### config.mk
export PLATFORM = sky130hd
export DESIGN_NAME = lcd_spi_write
export DESIGN_NICKNAME = d
export VERILOG_FILES = /design/src/rtl/lcd_pkg.sv /design/src/rtl/lcd_spi_tick.sv /design/src/rtl/lcd_spi_write.sv
export SDC_FILE = /design/constraint.sdc
export NUM_CORES = 1
export LEC_CHECK = 0
export ABC_AREA = 1
export CORE_MARGIN = 2
export CORE_UTILIZATION = 56
export CTS_BUF_LIST = sky130_fd_sc_hd__clkbuf_8
export CTS_CLUSTER_DIAMETER = 30
export DETAILED_ROUTE_END_ITERATION = 12
export PLACE_DENSITY_LB_ADDON = 0.05
export SKIP_CTS_REPAIR_TIMING = 1
export SLEW_MARGIN = 30
export SYNTH_ARGS = -nofsm -noshare
export SYNTH_HDL_FRONTEND = slang
export SYNTH_SLANG_ARGS = --single-unit
### constraint.sdc
create_clock -name sys_clk -period 1.82 [get_ports sys_clk]
set_input_delay 0.546 -clock sys_clk [delete_from_list [all_inputs] [get_ports sys_clk]]
set_output_delay 0.546 -clock sys_clk [all_outputs]
set_load 0.01 [all_outputs]
### src/rtl/lcd_pkg.sv
// Shared definitions for the LCD SPI write engine.
// Holds the one-hot state encoding, the position of the D/C flag in the
// incoming 9-bit word, the command/data flag values and the default timing
// parameters used by lcd_spi_write and lcd_spi_tick.
package lcd_pkg;

   // One-hot state codes, one bit per state
   localparam logic [5:0] ST_IDLE  = 6'b000001;
   localparam logic [5:0] ST_SETUP = 6'b000010;
   localparam logic [5:0] ST_SHIFT = 6'b000100;
   localparam logic [5:0] ST_HOLD  = 6'b001000;
   localparam logic [5:0] ST_DONE  = 6'b010000;
   localparam logic [5:0] ST_GAP   = 6'b100000;

   typedef enum logic [5:0] {
      IDLE  = ST_IDLE,
      SETUP = ST_SETUP,
      SHIFT = ST_SHIFT,
      HOLD  = ST_HOLD,
      DONE  = ST_DONE,
      GAP   = ST_GAP
   } lcdState_t;

   // Bit 8 of the incoming word selects command (0) or data (1)
   localparam int DC_BIT = 8;
   localparam logic DC_CMD  = 1'b0;
   localparam logic DC_DATA = 1'b1;

   // Default timing: sys_clk cycles per SCLK half-period, and post-done gap
   localparam int DEF_HALF_PERIOD = 2;
   localparam int DEF_GAP_CYCLES  = 3;

endpackage

### src/rtl/lcd_spi_tick.sv
// Half-period timebase for the SPI engine.
// Counts sys_clk cycles and flags the last cycle of every HALF_PERIOD-long
// phase, so the FSM can move SCLK exactly on phase boundaries.
// Ports:
//   i_clk      system clock
//   i_rst_n    asynchronous active-low reset
//   i_restart  synchronous restart: holds the counter at zero, no tick
//   o_tick     high during the final cycle of each half-period
module lcd_spi_tick
   import lcd_pkg::*;
#(
   parameter int HALF_PERIOD = DEF_HALF_PERIOD
) (
   input  logic i_clk,
   input  logic i_rst_n,
   input  logic i_restart,
   output logic o_tick
);

   // A one-cycle half-period still needs a 1-bit counter to exist
   localparam int CW = (HALF_PERIOD > 1) ? $clog2(HALF_PERIOD) : 1;
   localparam logic [CW-1:0] LAST = CW'(HALF_PERIOD - 1);

   logic [CW-1:0] r_count;
   logic          w_atLast;

   assign w_atLast = (r_count == LAST);
   assign o_tick   = w_atLast && !i_restart;

   // Counter wraps on the last cycle of a phase, so consecutive phases
   // follow each other with no dead cycle and it never wraps mid-phase
   always_ff @(posedge i_clk or negedge i_rst_n) begin
      if (!i_rst_n) begin
         r_count <= '0;
      end else if (i_restart || w_atLast) begin
         r_count <= '0;
      end else begin
         r_count <= r_count + CW'(1);
      end
   end

endmodule

### src/rtl/lcd_spi_write.sv
// Serial write engine for the LCD panel.
// Accepts one 9-bit word (bit 8 = D/C, bits 7:0 = payload) when en_write is
// high in IDLE, shifts the payload out MSB-first on a mode-0 SPI link, and
// pulses wr_done for one cycle when the byte has been sent. A short gap
// follows during which new requests are ignored.
// Ports:
//   sys_clk    system clock
//   sys_rst_n  asynchronous active-low reset
//   en_write   level request, data valid
//   data       [8] D/C flag, [7:0] byte to send
//   wr_done    one-cycle completion pulse
//   busy       high from latch until the end of the gap
//   lcd_sclk   SPI clock, idle low
//   lcd_mosi   SPI data, MSB first
//   lcd_dc     0 = command, 1 = data
//   lcd_cs     chip select, active low
module lcd_spi_write
   import lcd_pkg::*;
#(
   parameter int HALF_PERIOD = DEF_HALF_PERIOD,
   parameter int GAP_CYCLES  = DEF_GAP_CYCLES
) (
   input  logic       sys_clk,
   input  logic       sys_rst_n,
   input  logic       en_write,
   input  logic [8:0] data,
   output logic       wr_done,
   output logic       busy,
   output logic       lcd_sclk,
   output logic       lcd_mosi,
   output logic       lcd_dc,
   output logic       lcd_cs
);

   localparam int GW = (GAP_CYCLES > 1) ? $clog2(GAP_CYCLES) : 1;
   localparam logic [GW-1:0] GAP_LAST = GW'(GAP_CYCLES - 1);

   lcdState_t r_state, w_stateNext;
   logic [7:0]    r_shift, w_shiftNext;
   logic [2:0]    r_bitCnt, w_bitNext;
   logic [GW-1:0] r_gapCount, w_gapNext;
   logic r_sclk, w_sclkNext;
   logic r_mosi, w_mosiNext;
   logic r_dc, w_dcNext;
   logic r_cs, w_csNext;
   logic r_busy, w_busyNext;
   logic r_done, w_doneNext;
   logic w_tick;
   logic w_restart;

   // The half-period timer only runs in the SCLK-timed states; SETUP,
   // SHIFT and HOLD chain back to back so the timer free-runs across them
   assign w_restart = (r_state != SETUP) && (r_state != SHIFT) && (r_state != HOLD);

   lcd_spi_tick #(
      .HALF_PERIOD(HALF_PERIOD)
   ) uTick (
      .i_clk    (sys_clk),
      .i_rst_n  (sys_rst_n),
      .i_restart(w_restart),
      .o_tick   (w_tick)
   );

   // State and output registers; every port is driven directly by a flop
   always_ff @(posedge sys_clk or negedge sys_rst_n) begin
      if (!sys_rst_n) begin
         r_state    <= IDLE;
         r_shift    <= '0;
         r_bitCnt   <= '0;
         r_gapCount <= '0;
         r_sclk     <= 1'b0;
         r_mosi     <= 1'b0;
         r_dc       <= 1'b0;
         r_cs       <= 1'b1;
         r_busy     <= 1'b0;
         r_done     <= 1'b0;
      end else begin
         r_state    <= w_stateNext;
         r_shift    <= w_shiftNext;
         r_bitCnt   <= w_bitNext;
         r_gapCount <= w_gapNext;
         r_sclk     <= w_sclkNext;
         r_mosi     <= w_mosiNext;
         r_dc       <= w_dcNext;
         r_cs       <= w_csNext;
         r_busy     <= w_busyNext;
         r_done     <= w_doneNext;
      end
   end

   // Next-state and next-output logic. In SHIFT, the falling SCLK tick
   // presents the next bit (the shift register keeps the current bit at
   // position 7, so the next one is at position 6); the rising tick either
   // starts the next bit or, after bit 7's low phase, moves to HOLD.
   always_comb begin
      w_stateNext = r_state;
      w_shiftNext = r_shift;
      w_bitNext   = r_bitCnt;
      w_gapNext   = r_gapCount;
      w_sclkNext  = r_sclk;
      w_mosiNext  = r_mosi;
      w_dcNext    = r_dc;
      w_csNext    = r_cs;
      w_busyNext  = r_busy;
      w_doneNext  = 1'b0;
      case (r_state)
         IDLE: begin
            w_csNext   = 1'b1;
            w_sclkNext = 1'b0;
            if (en_write) begin
               w_shiftNext = data[7:0];
               w_dcNext    = data[DC_BIT];
               w_mosiNext  = data[7];
               w_csNext    = 1'b0;
               w_busyNext  = 1'b1;
               w_bitNext   = 3'd0;
               w_stateNext = SETUP;
            end
         end
         SETUP: begin
            if (w_tick) begin
               w_sclkNext  = 1'b1;
               w_stateNext = SHIFT;
            end
         end
         SHIFT: begin
            if (w_tick) begin
               if (r_sclk) begin
                  w_sclkNext = 1'b0;
                  if (r_bitCnt != 3'd7) begin
                     w_shiftNext = {r_shift[6:0], 1'b0};
                     w_mosiNext  = r_shift[6];
                  end
               end else if (r_bitCnt == 3'd7) begin
                  w_stateNext = HOLD;
               end else begin
                  w_sclkNext = 1'b1;
                  w_bitNext  = r_bitCnt + 3'd1;
               end
            end
         end
         HOLD: begin
            if (w_tick) begin
               w_csNext    = 1'b1;
               w_doneNext  = 1'b1;
               w_stateNext = DONE;
            end
         end
         DONE: begin
            w_gapNext   = '0;
            w_stateNext = GAP;
         end
         GAP: begin
            if (r_gapCount == GAP_LAST) begin
               w_gapNext   = '0;
               w_busyNext  = 1'b0;
               w_stateNext = IDLE;
            end else begin
               w_gapNext = r_gapCount + GW'(1);
            end
         end
         default: begin
            w_stateNext = IDLE;
            w_sclkNext  = 1'b0;
            w_csNext    = 1'b1;
            w_busyNext  = 1'b0;
         end
      endcase
   end

   assign wr_done  = r_done;
   assign busy     = r_busy;
   assign lcd_sclk = r_sclk;
   assign lcd_mosi = r_mosi;
   assign lcd_dc   = r_dc;
   assign lcd_cs   = r_cs;

endmodule

==> results.md <==
* ANT cells at 0
* Die ar. at 2778 sq um
* Chip Width at 52.71 um
* First-pass GRT wire length at 4.478 mm
* Core ar. at 2233 sq um
* Relative slew slack at 0.7060
* Post-place setup slack at 0.02582 ns
* Ys async rst share at 1.000
* Slew @ Worst Pin at 0.4409 ns
* Sequential-to-total area share from yosys stat at 0.4727
* Final cell count without fillers at 229
* Peak VDD IR at 929.8 uV
* Yosys top cell by area: dfrtp_1
* Layout Skew at 0.007290 ns
* Mapped cell area at 1329 sq um
* Bufs on Longest Clock Path at 2
* Post-synth EDFFs at 0
* NumNets Final at 216
* DR pass1 iterations at 4
* H-tree depth at 1
* CP required at 1.27 ns
* Placed Instances at 224
* Wire per inst at 11.76 um
* Die H at 52.71 um
* Final hold vios at 0
* DPL Wire Length at 1.934 mm
* Area Overhead vs Synth at 21.75%
* Synth area leaders: dfrtp_1 43%, nand2_1 20%, nand4_1 7.1%
* CP delay by family, top: buffers and inverters
* Root Buffer: clkbuf_8
* Post-route DRC violation count at 0
* Cell with the most instances after synthesis: nand2_1
* Final Util at 0.7244
* Vias in the first global route at 1,032
* Primary FF master, synth: dfrtp_1
* Clock transition at the registers of the reported paths at 0.09 ns
* Cell area after layout at 1618 sq um
* Hold Crit Class: reg -> reg
* Worst setup margin at 0.1147 ns
* Worst path bufs/invs at 1
* Seq cells post-synth at 25
* Netlist cell types at 20
* Mapped Nets at 192
* Placed inst area at 1544 sq um
* ANT nets after route at 0
* Worst setup SP type: register
* Synth top cells by count: 71 x nand2_1, 23 x dfrtp_1, 18 x inv_1
* Hold_ws at 0.4745 ns
* Initial DRC count at 35
* Total grt overflow at 0
* Unrepaired setup endpoints after global routing: false
* GP Congestion at 0.8487
* Setup violations, final at 0
* Row count at 17
* Starting density of the core at 0.5950
* Max-cap violations at 0
* Vias per std cell at 5.079
* I/O pins at 18
* Run status: complete, no violations
* Initial antenna violation count at 0
* CP Capture Type: primary output
* Pwr per Cell Area at 1518 nW/um^2
* Critical path's slowest cell: clkdlybuf4s50_1
* Critical Path Max Stage Delay at 0.53 ns
* Arrival @ worst endpoint at 1.16 ns
* Pins Over Slew Limit at 0
* Worst path cell trace: clkdlybuf4s50_1
* Final wirelength at 2.694 mm
* Area share of the largest cell type after synthesis at 0.4331
* Total CTS buffers at 3
* Gr usage total at 0.2231
* Crit-path max FO at 2
* Sink Count at 25
* Ratio of cells with drive above 1 in the final layout at 0.1045
* Via count at 1,163
* CTS tree: done
* Largest net degree at the start of global routing at 26
* Port bufs at 17
* Crit Path Class: reg -> out
* Minimum clock period at 1.705 ns
* Syn Inst Count at 178
* Yosys warning count at 0
* Clock latency on the worst-skew pair at 0.27 ns
* Leakage at 0.0008864 uW
* Fin crit share at 0.9370
* Mapped Avg Cell Area at 7.465 sq um
* Fmax at 0.5864 GHz
cell usage in the layout (no fill, tap or decap):
master            n
a21oi_1           6
and2_1            1
buf_4             6
clkbuf_8          3
clkdlybuf4s50_1  16
clkinv_2          1
dfrtp_1          23
dfstp_2           2
dlymetal6s2s_1    1
ha_1              2
inv_1            18
inv_2             1
inv_4             1
nand2_1          71
nand3_1           9
nand3_2           1
nand3_4           1
nand4_1          15
nor2_1           16
nor2_2            2
nor2_4            1
o21ai_1           2
o21ai_2           1
o21ai_4           1
layer usage:
layer | vias up | share of wire | GRT usage
met5 | - | 0 | 0
met1 | 528 | 0.51 | 0.3102
li1 | 613 | - | -
met4 | 0 | 0.012 | 0.08974
met2 | 18 | 0.45 | 0.3521
met3 | 4 | 0.028 | 0.02571
cells by family (layout without fill, tap and decap cells):
family                     Yosys count  in the layout  synth area share
buffers and inverters               24             47           0.07721
DFF                                 25             25            0.4727
and+or+nand+nor                    117            117            0.3880
adders and majority gates            2              2           0.01883
AOI/OAI and AO/OA                   10             10           0.04332
flip-flops by register name, indices dropped and copies added, names as in the netlist:
signal,flops
r_gapCount,2
lcd_dc,1
wr_done,1
uTick.r_count,1
r_bitCnt,3
lcd_sclk,1
lcd_mosi,1
r_state,6
lcd_cs,1
busy,1
r_shift,7
where the power goes:
group | internal (uW) | switching [uW] | leakage (uW)
registers | 762 | 118 | 0.000324
logic | 471 | 770 | 0.000537
clock network | 153 | 180 | 0.0000255
worst paths after layout:
| check | start | end | slack [ns] | cells after the start |
|---|---|---|---|---|
| max in group asynchronous | sys_rst_n | lcd_cs | 0.90 | 2 |
| min in group asynchronous | sys_rst_n | lcd_sclk | 0.62 | 2 |
| hold / removal | lcd_cs | lcd_cs | 0.47 | 2 |
| setup / recovery | lcd_mosi | lcd_mosi | 0.11 | 1 |
| hold reg to reg | lcd_cs | lcd_cs | 0.47 | 2 |
| setup reg to reg | r_state[1] | r_shift[2] | 0.17 | 7 |
area by class of cell:
type / instances / area, sq um
Clock inverter: 1 / 5.005
Tap cell: 28 / 35.03
Timing Repair Buffer: 23 / 217.7
Multi-Input combinational cell: 129 / 613.1
Inverter: 20 / 77.57
Clock buffer: 3 / 41.29
Sequential cell: 25 / 628.1
Fill cell: 194 / 615.6
per-stage QoR:
stage / power (uW) / TNS, ns
after floorplan: 1740 / 0
after global placement: 2024 / 0
after detailed placement: 2071 / 0
after CTS: 2416 / -0.06776
after global routing: 2681 / 0
final: 2455 / 0
Power figures use the tool's default switching activity.
